**src/rtl/rv_fifo_buffer.sv**
```systemverilog
`default_nettype none
// ============================================================================
// Module   : rv_fifo_buffer
// Purpose  : Ready/valid elastic FIFO with occupancy, almost-full and flush.
// Revision : 1.0  initial release
// ============================================================================
module rv_fifo_buffer #(
   parameter int DATA_WIDTH        = 8,
   parameter int DEPTH             = 4,
   parameter int ALMOST_FULL_LEVEL = 3
) (
   input  logic                       clock_port,
   input  logic                       reset_port,
   input  logic [DATA_WIDTH-1:0]      input_port_data,
   input  logic                       input_port_valid,
   output logic                       input_port_ready,
   output logic [DATA_WIDTH-1:0]      output_port_data,
   output logic                       output_port_valid,
   input  logic                       output_port_ready,
   input  logic                       flush,
   output logic [$clog2(DEPTH+1)-1:0] level,
   output logic                       almost_full
);

   localparam int              c_CW   = $clog2(DEPTH+1);
   localparam int              c_PW   = $clog2(DEPTH);
   localparam logic [c_CW-1:0] c_FULL = c_CW'(DEPTH);
   localparam logic [c_CW-1:0] c_AF   = c_CW'(ALMOST_FULL_LEVEL);
   localparam logic [c_PW-1:0] c_LAST = c_PW'(DEPTH-1);

   logic [DATA_WIDTH-1:0] r_mem [DEPTH];
   logic [c_PW-1:0]       r_wr_ptr;
   logic [c_PW-1:0]       r_rd_ptr;
   logic [c_CW-1:0]       r_level;
   logic [c_CW-1:0]       w_level_nxt;
   logic                  r_in_ready;
   logic                  r_out_valid;
   logic                  r_almost_full;
   logic                  w_push;
   logic                  w_pop;

   // Pointer advance with explicit wrap so DEPTH need not be a power of two.
   function automatic logic [c_PW-1:0] f_inc(input logic [c_PW-1:0] p);
      return (p == c_LAST) ? '0 : p + 1'b1;
   endfunction

   assign w_push = input_port_valid & r_in_ready;
   assign w_pop  = output_port_ready & r_out_valid;

   always_comb begin
      w_level_nxt = r_level;
      if (flush)
         w_level_nxt = '0;
      else if (w_push && !w_pop)
         w_level_nxt = r_level + 1'b1;
      else if (w_pop && !w_push)
         w_level_nxt = r_level - 1'b1;
   end

   always_ff @(posedge clock_port or negedge reset_port) begin
      if (!reset_port) begin
         r_wr_ptr      <= '0;
         r_rd_ptr      <= '0;
         r_level       <= '0;
         r_in_ready    <= 1'b0;
         r_out_valid   <= 1'b0;
         r_almost_full <= 1'b0;
      end else begin
         if (flush) begin
            r_wr_ptr <= '0;
            r_rd_ptr <= '0;
         end else begin
            if (w_push) r_wr_ptr <= f_inc(r_wr_ptr);
            if (w_pop)  r_rd_ptr <= f_inc(r_rd_ptr);
         end
         // Flags are registered from the next level, so ready never depends on the sink.
         r_level       <= w_level_nxt;
         r_out_valid   <= (w_level_nxt != '0);
         r_in_ready    <= (w_level_nxt != c_FULL);
         r_almost_full <= (w_level_nxt >= c_AF);
      end
   end

   always_ff @(posedge clock_port) begin
      if (w_push && !flush)
         r_mem[r_wr_ptr] <= input_port_data;
   end

   assign input_port_ready  = r_in_ready;
   assign output_port_valid = r_out_valid;
   assign output_port_data  = r_mem[r_rd_ptr];
   assign level             = r_level;
   assign almost_full       = r_almost_full;

endmodule
`default_nettype wire

```
**config.mk**
```make
export PLATFORM = sky130hd
export DESIGN_NAME = rv_fifo_buffer
export DESIGN_NICKNAME = d
export VERILOG_FILES = /design/src/rtl/rv_fifo_buffer.sv
export SDC_FILE = /design/constraint.sdc
export NUM_CORES = 1
export LEC_CHECK = 0
export ABC_CLOCK_PERIOD_IN_PS = 2720
export CAP_MARGIN = 30
export CORE_MARGIN = 1.5
export CORE_UTILIZATION = 57
export CTS_CLUSTER_SIZE = 30
export DETAILED_ROUTE_END_ITERATION = 10
export MAX_ROUTING_LAYER = met4
export PLACE_DENSITY = 0.83
export SETUP_SLACK_MARGIN = 0.15
export SYNTH_ARGS = -nofsm -noshare
export SYNTH_HDL_FRONTEND = slang
export SYNTH_SLANG_ARGS = --single-unit
```
**constraint.sdc**
```tcl
create_clock -name clock_port -period 2.72 [get_ports clock_port]
set_clock_uncertainty 0.05 [all_clocks]
set_input_delay 0.544 -clock clock_port [delete_from_list [all_inputs] [get_ports clock_port]]
set_output_delay 0.544 -clock clock_port [all_outputs]
set_load 0.01 [all_outputs]
```
==> flow_metrics.env, run 1 <==
export IMPL_synthesis_nets=130
export IMPL_clock_latency_ps=350
export IMPL_num_vias=1013
export IMPL_period_needed_ps=2460
export IMPL_syn_inst=110
export IMPL_wl_um=3060
export IMPL_ys_ff_latch=42
export IMPL_finalPower_w=0.00165
export IMPL_grt_pass1_vias=1058
export IMPL_async_flop_share_pct=23.8
export IMPL_max_stage_delay_ps=500
export IMPL_cts_made_buffers=5
export IMPL_synth_top_area_share_pct=53.2
export IMPL_cp_cell_sequence="buf_6 > mux4_2 > clkdlybuf4s50_1"
export IMPL_drive_gt1_share_pct=18.2
export IMPL_io_pins=27
export IMPL_seq_area_frac_synth_pct=67.1
export IMPL_die_area_sq_mm=0.00351
export IMPL_std_cell_rows=20
export IMPL_grt_pass1_wl_um=4900
export IMPL_cp_end_kind="primary output"
export IMPL_die_width_um=59.3
export IMPL_cts_root_buf="clkbuf_4"
export IMPL_p_sw_w=0.000456
export IMPL_via_per_inst=5.42
export IMPL_power_frac_seq_pct=48.3
export IMPL_grt_ovfl_total=0
export IMPL_pwr_share_clk_pct=23.7
export IMPL_tns_ps=0
export IMPL_max_freq_ghz=0.406
export IMPL_power_internal_w=0.00119
export IMPL_die_h_um=59.3
export IMPL_setup_viol=0
export IMPL_portBuffers=26
export IMPL_grt_setup_unrepaired="false"
export IMPL_fin_nets=162
export IMPL_path_clk_slew_ps=120
export IMPL_synth_avg_cell_area_sq_um=16.4
export IMPL_worst_setup_path_start_kind="register"
export IMPL_synth_area_sq_mm=0.00181
export IMPL_final_antenna_net_count=0
export IMPL_initial_core_util_pct=59.6
export IMPL_worstPathMaxFanout=6
export IMPL_dr_pass1_iters=4
export IMPL_critPathRequiredTime_ps=2130
export IMPL_first_iter_violations=25
export IMPL_min_period_over_period_pct=90.5
export IMPL_gp_congestion=0.814
export IMPL_antenna_found_initial=0
export IMPL_hp_class="in2async"
export IMPL_groute_usage_overall_pct=21.2
export IMPL_synth_area_leaders="edfxtp_1 (53%), dfrtp_1 (14%), mux4_2 (10%)"
export IMPL_yosysTopAreaCell="edfxtp_1"
export IMPL_combinationalPowerShare_pct=28.0
export IMPL_cpMaxStageDelayCell="mux4_2"
export IMPL_path_delay_family="buffers and inverters"
export IMPL_critPathKind="reg2out"
export IMPL_drc=0
export IMPL_swShare_pct=27.7
export IMPL_cp_num_cells=3
export IMPL_cap_viol_max_count=0
export IMPL_critical_path_arrival_ps=1870
export IMPL_cts_tree="yes"
export IMPL_cts_sinks=42
export IMPL_num_antenna_cells=0
export IMPL_cts_hold_buf=0
export IMPL_critPathBufInv=2
export IMPL_worstMarginPinSlew_ps=461
export IMPL_synth_edf_count=32
export IMPL_dp_hpwl_um=2220
export IMPL_coreArea_sq_mm=0.00303
export IMPL_yosys_warnings=0
export IMPL_h_tree_depth=2
export IMPL_status="complete, no violations"
export IMPL_slew_headroom_pct=69.3
export IMPL_rr_worst_depth=6
export IMPL_syn_to_final_growth_pct=22.2
export IMPL_power_density_mw_per_mm2=747
export IMPL_hold_viol_final=0
export IMPL_synthDistinctLibCells=30
export IMPL_cts_buffer_depth=2
export IMPL_routedWlPerCell_um=16.3
export IMPL_num_fill_cells=203
export IMPL_ir_worst_vdd_v=0.000470
export IMPL_grt_max_degree=14
export IMPL_ys_flop_type="edfxtp_1"
export IMPL_report_final_slew_viol_count=0
export IMPL_leakagePower_nw=0.818
## sequential cells by signal, indices dropped and copies added (netlist names)
signal	flops
r_rd_ptr	2
almost_full	1
r_mem	32
output_port_valid	1
r_wr_ptr	2
level	3
input_port_ready	1
## stage by stage
step	instance area (sq um)	std cells	hold WS, ps	setup slack [ps]	utilization [%]
2_1_floorplan	1810	110	198	979	-
3_3_place_gp	2110	178	509	461	69.8
3_5_place_dp	2110	178	520	433	69.8
4_1_cts	2200	187	447	200	72.6
5_1_grt	2210	187	456	180	72.9
6_report	2210	187	445	258	72.9
## power by group through the flow
stage | sequential (W) | clock (W) | combinational, W
floorplan | 0.000810 | 0 | 0.000268
finish | 0.000796 | 0.000390 | 0.000462
global route | 0.000804 | 0.000420 | 0.000501
detailed placement | 0.000814 | 0 | 0.000453
CTS | 0.000795 | 0.000395 | 0.000465
global placement | 0.000811 | 0 | 0.000435
## cell usage after synthesis, types with 2 or more instances
cell / count
inv_1: 5
mux2i_1: 2
a21oi_1: 5
clkbuf_1: 2
ha_1: 7
and2_1: 4
mux4_2: 8
nor2_1: 7
dfrtp_1: 10
nand2_1: 5
edfxtp_1: 32
nand3_1: 2
o21bai_1: 2
nor3_1: 3
## what timing repair did
action | 4_1_cts | 5_1_grt
buffers inserted | 1 | 0
endpoints found under the setup margin | 6 | 3
pin swaps | 0 | 0
resized for setup | 1 | 2
## routing by layer
| layer | track usage, % | wire (um) | up-vias |
|---|---|---|---|
| met5 | - | 0 | - |
| met3 | 6.55 | 124 | 5 |
| met1 | 23.6 | 1270 | 509 |
| li1 | - | - | 479 |
| met4 | 7.47 | 43 | 0 |
| met2 | 35.8 | 1620 | 20 |
## cells by family (layout without fill, tap and decap cells)
group | count (synthesis) | in the layout | synth area share [%]
simple gates | 27 | 27 | 7.62
compound gates | 12 | 12 | 5.27
xor+xnor | 1 | 1 | 0.485
buf+inv | 9 | 42 | 2.36
fa+ha+maj | 8 | 8 | 5.47
flops | 42 | 42 | 67.1
mux | 11 | 11 | 11.7
## final cells by class
class | count | area (sq um) | area share (%)
Sequential cell | 42 | 1210 | 55.0
Multi-Input combinational cell | 59 | 552 | 25.0
Tap cell | 44 | 55.1 | 2.50
Timing Repair Buffer | 29 | 289 | 13.1
Clock inverter | 2 | 37.5 | 1.70
Inverter | 5 | 18.8 | 0.851
Clock buffer | 6 | 41.3 | 1.87
## placed cells by master (no fill, tap or decap), types with 2 or more instances in the layout
cell type,n
nor3_1,3
mux2i_1,2
ha_1,7
nor2_1,7
and2_1,4
nand2_1,5
mux4_2,8
nand3_1,2
o21bai_1,2
dfrtp_1,9
edfxtp_1,32
a21oi_1,5
inv_1,5
clkdlybuf4s50_1,25
clkbuf_4,5
buf_4,2
## worst paths after layout
path	start	endpoint	slack (ps)
max	r_rd_ptr[0]	output_port_data[2]	260
min	reset_port	r_wr_ptr[0]	450
max reg2reg	level[0]	almost_full	880
min reg2reg	r_wr_ptr[1]	r_wr_ptr[1]	540
max in group asynchronous	reset_port	r_rd_ptr[0]	1840
min in group clock_port	r_wr_ptr[1]	r_wr_ptr[1]	540
Power figures use the tool's default switching activity.
==> inputs of run 2 (changes only) <==
- RECOVER_POWER: default -> 50
==> run 2 against run 1 <==
- sequential share of layout area up 0.50 points
- critical path depth unchanged
- first-iteration DRC count grew 20%
- die area did not move
- largest cell class unchanged
- sequential power is essentially flat
- global-route usage unchanged
- clock power barely moved
- largest power group unchanged
==> flow_metrics.env, run 2 (synthesized netlist as in run 1, its figures left out) <==
export IMPL_period_needed_ps=2460
export IMPL_worst_setup_path_start_kind="register"
export IMPL_dr_pass1_iters=6
export IMPL_hp_class="in2async"
export IMPL_cts_sinks=42
export IMPL_cts_hold_buf=0
export IMPL_tns_ps=0
export IMPL_cts_root_buf="clkbuf_4"
export IMPL_setup_viol=0
export IMPL_die_width_um=59.3
export IMPL_io_pins=27
export IMPL_routedWlPerCell_um=16.3
export IMPL_swShare_pct=27.2
export IMPL_slew_headroom_pct=69.2
export IMPL_wl_um=3050
export IMPL_drive_gt1_share_pct=15.4
export IMPL_portBuffers=26
export IMPL_multi_input_area_sq_um=532
export IMPL_cts_made_buffers=5
export IMPL_grt_pass1_wl_um=4900
export IMPL_grt_setup_unrepaired="false"
export IMPL_syn_to_final_growth_pct=21.1
export IMPL_regArea_sq_mm=0.00121
export IMPL_cts_buffer_depth=2
export IMPL_critPathKind="reg2out"
export IMPL_drc=0
export IMPL_final_cell_mix="edfxtp_1 (32), clkdlybuf4s50_1 (15), dlygate4sd3_1 (10)"
export IMPL_grt_max_degree=14
export IMPL_combinationalPowerShare_pct=26.4
export IMPL_report_final_slew_viol_count=0
export IMPL_num_vias=1009
export IMPL_num_fill_cells=208
export IMPL_power_density_mw_per_mm2=737
export IMPL_top_register="r_mem"
export IMPL_ir_worst_vdd_v=0.000455
export IMPL_std_cell_rows=20
export IMPL_leakagePower_nw=0.797
export IMPL_gp_congestion=0.814
export IMPL_first_iter_violations=30
export IMPL_die_h_um=59.3
export IMPL_worstMarginPinSlew_ps=461
export IMPL_min_period_over_period_pct=90.6
export IMPL_status="complete, no violations"
export IMPL_h_tree_depth=2
export IMPL_die_area_sq_mm=0.00351
export IMPL_pwr_share_clk_pct=24.3
export IMPL_max_freq_ghz=0.406
export IMPL_cpMaxStageDelayCell="mux4_2"
export IMPL_final_antenna_net_count=0
export IMPL_antenna_found_initial=0
export IMPL_cap_viol_max_count=0
export IMPL_via_per_inst=5.40
export IMPL_groute_usage_overall_pct=21.2
export IMPL_critical_path_arrival_ps=1870
export IMPL_hold_viol_final=0
export IMPL_cts_tree="yes"
export IMPL_largest_reg_flops=32
export IMPL_fin_nets=162
export IMPL_p_sw_w=0.000438
export IMPL_cp_cell_sequence="buf_6 > mux4_2 > clkdlybuf4s50_1"
export IMPL_clock_latency_ps=350
export IMPL_coreArea_sq_mm=0.00303
export IMPL_max_stage_delay_ps=500
export IMPL_path_delay_family="buffers and inverters"
export IMPL_path_clk_slew_ps=120
export IMPL_grt_pass1_vias=1058
export IMPL_critPathBufInv=2
export IMPL_grt_ovfl_total=0
export IMPL_power_frac_seq_pct=49.3
export IMPL_num_antenna_cells=0
export IMPL_worstPathMaxFanout=6
export IMPL_initial_core_util_pct=59.6
export IMPL_dp_cells=178
export IMPL_cp_end_kind="primary output"
export IMPL_fin_cells=187
export IMPL_dp_hpwl_um=2220
export IMPL_layout_commonest_cell="edfxtp_1"
export IMPL_critPathRequiredTime_ps=2130
export IMPL_power_internal_w=0.00117
-- run 2: changes by cell type in the layout (fill, tap and decap cells not counted), sizes merged --
cell and change:
clkdlybuf4s50 -10, dlygate4sd3 +10
-- run 2: worst register-to-register path: stages, from the launching register on --
cell	delay [ps]
dfrtp_1	450
inv_1	110
ha_1	220
a21boi_0	120
mux2i_1	230
mux2_2	390
o21bai_1	160
-- run 2: timing repair --
item,in CTS,in global routing
buffers inserted,1,0
resized for setup,1,2
gates cloned,0,0
setup endpoints to repair,6,3
-- run 2: through the flow --
step	hold slack, ps	cell area [sq um]	setup WS (ps)	util (%)	total power (W)
after global routing	526	2190	180	72.2	0.00169
after floorplan	198	1810	979	-	0.00108
final	515	2190	256	72.2	0.00161
after detailed placement	520	2110	433	69.8	0.00127
after CTS	447	2200	200	72.6	0.00166
after global placement	509	2110	461	69.8	0.00125
-- run 2: path summary, 6_finish.rpt --
path                                        start             endpoint  slack [ps]  cells after the start
worst max-delay path                  r_rd_ptr[0]  output_port_data[2]         260                      3
worst min-delay path                   reset_port          r_wr_ptr[0]         510                      1
worst max register to register           level[0]          almost_full         880                      6
worst min register to register  output_port_valid          r_rd_ptr[1]         530                      2
max in group asynchronous              reset_port          r_rd_ptr[0]        1770                      1
min in group clock_port         output_port_valid          r_rd_ptr[1]         530                      2
-- run 2: cell type report --
class	instances	share of cell area [%]
sequential	42	55.5
multi-input combinational	59	24.3
timing repair buffer	29	13.2
tap	44	2.52
clock buffer	6	1.89
clock inverter	2	1.72
inverter	5	0.859
-- run 2: metal layers --
| layer | vias up | wire length, um | track usage, % |
|---|---|---|---|
| met4 | 0 | 46 | 7.47 |
| met1 | 506 | 1260 | 23.6 |
| met3 | 6 | 123 | 6.55 |
| li1 | 477 | - | - |
| met2 | 20 | 1620 | 35.8 |
| met5 | - | 0 | - |
-- run 2: power groups by stage --
stage	Sequential [W]	Clock, W	Combinational (W)
after floorplan	0.000810	0	0.000268
after global placement	0.000811	0	0.000435
after detailed placement	0.000814	0	0.000453
after CTS	0.000795	0.000395	0.000465
after global routing	0.000803	0.000420	0.000464
final	0.000794	0.000391	0.000425
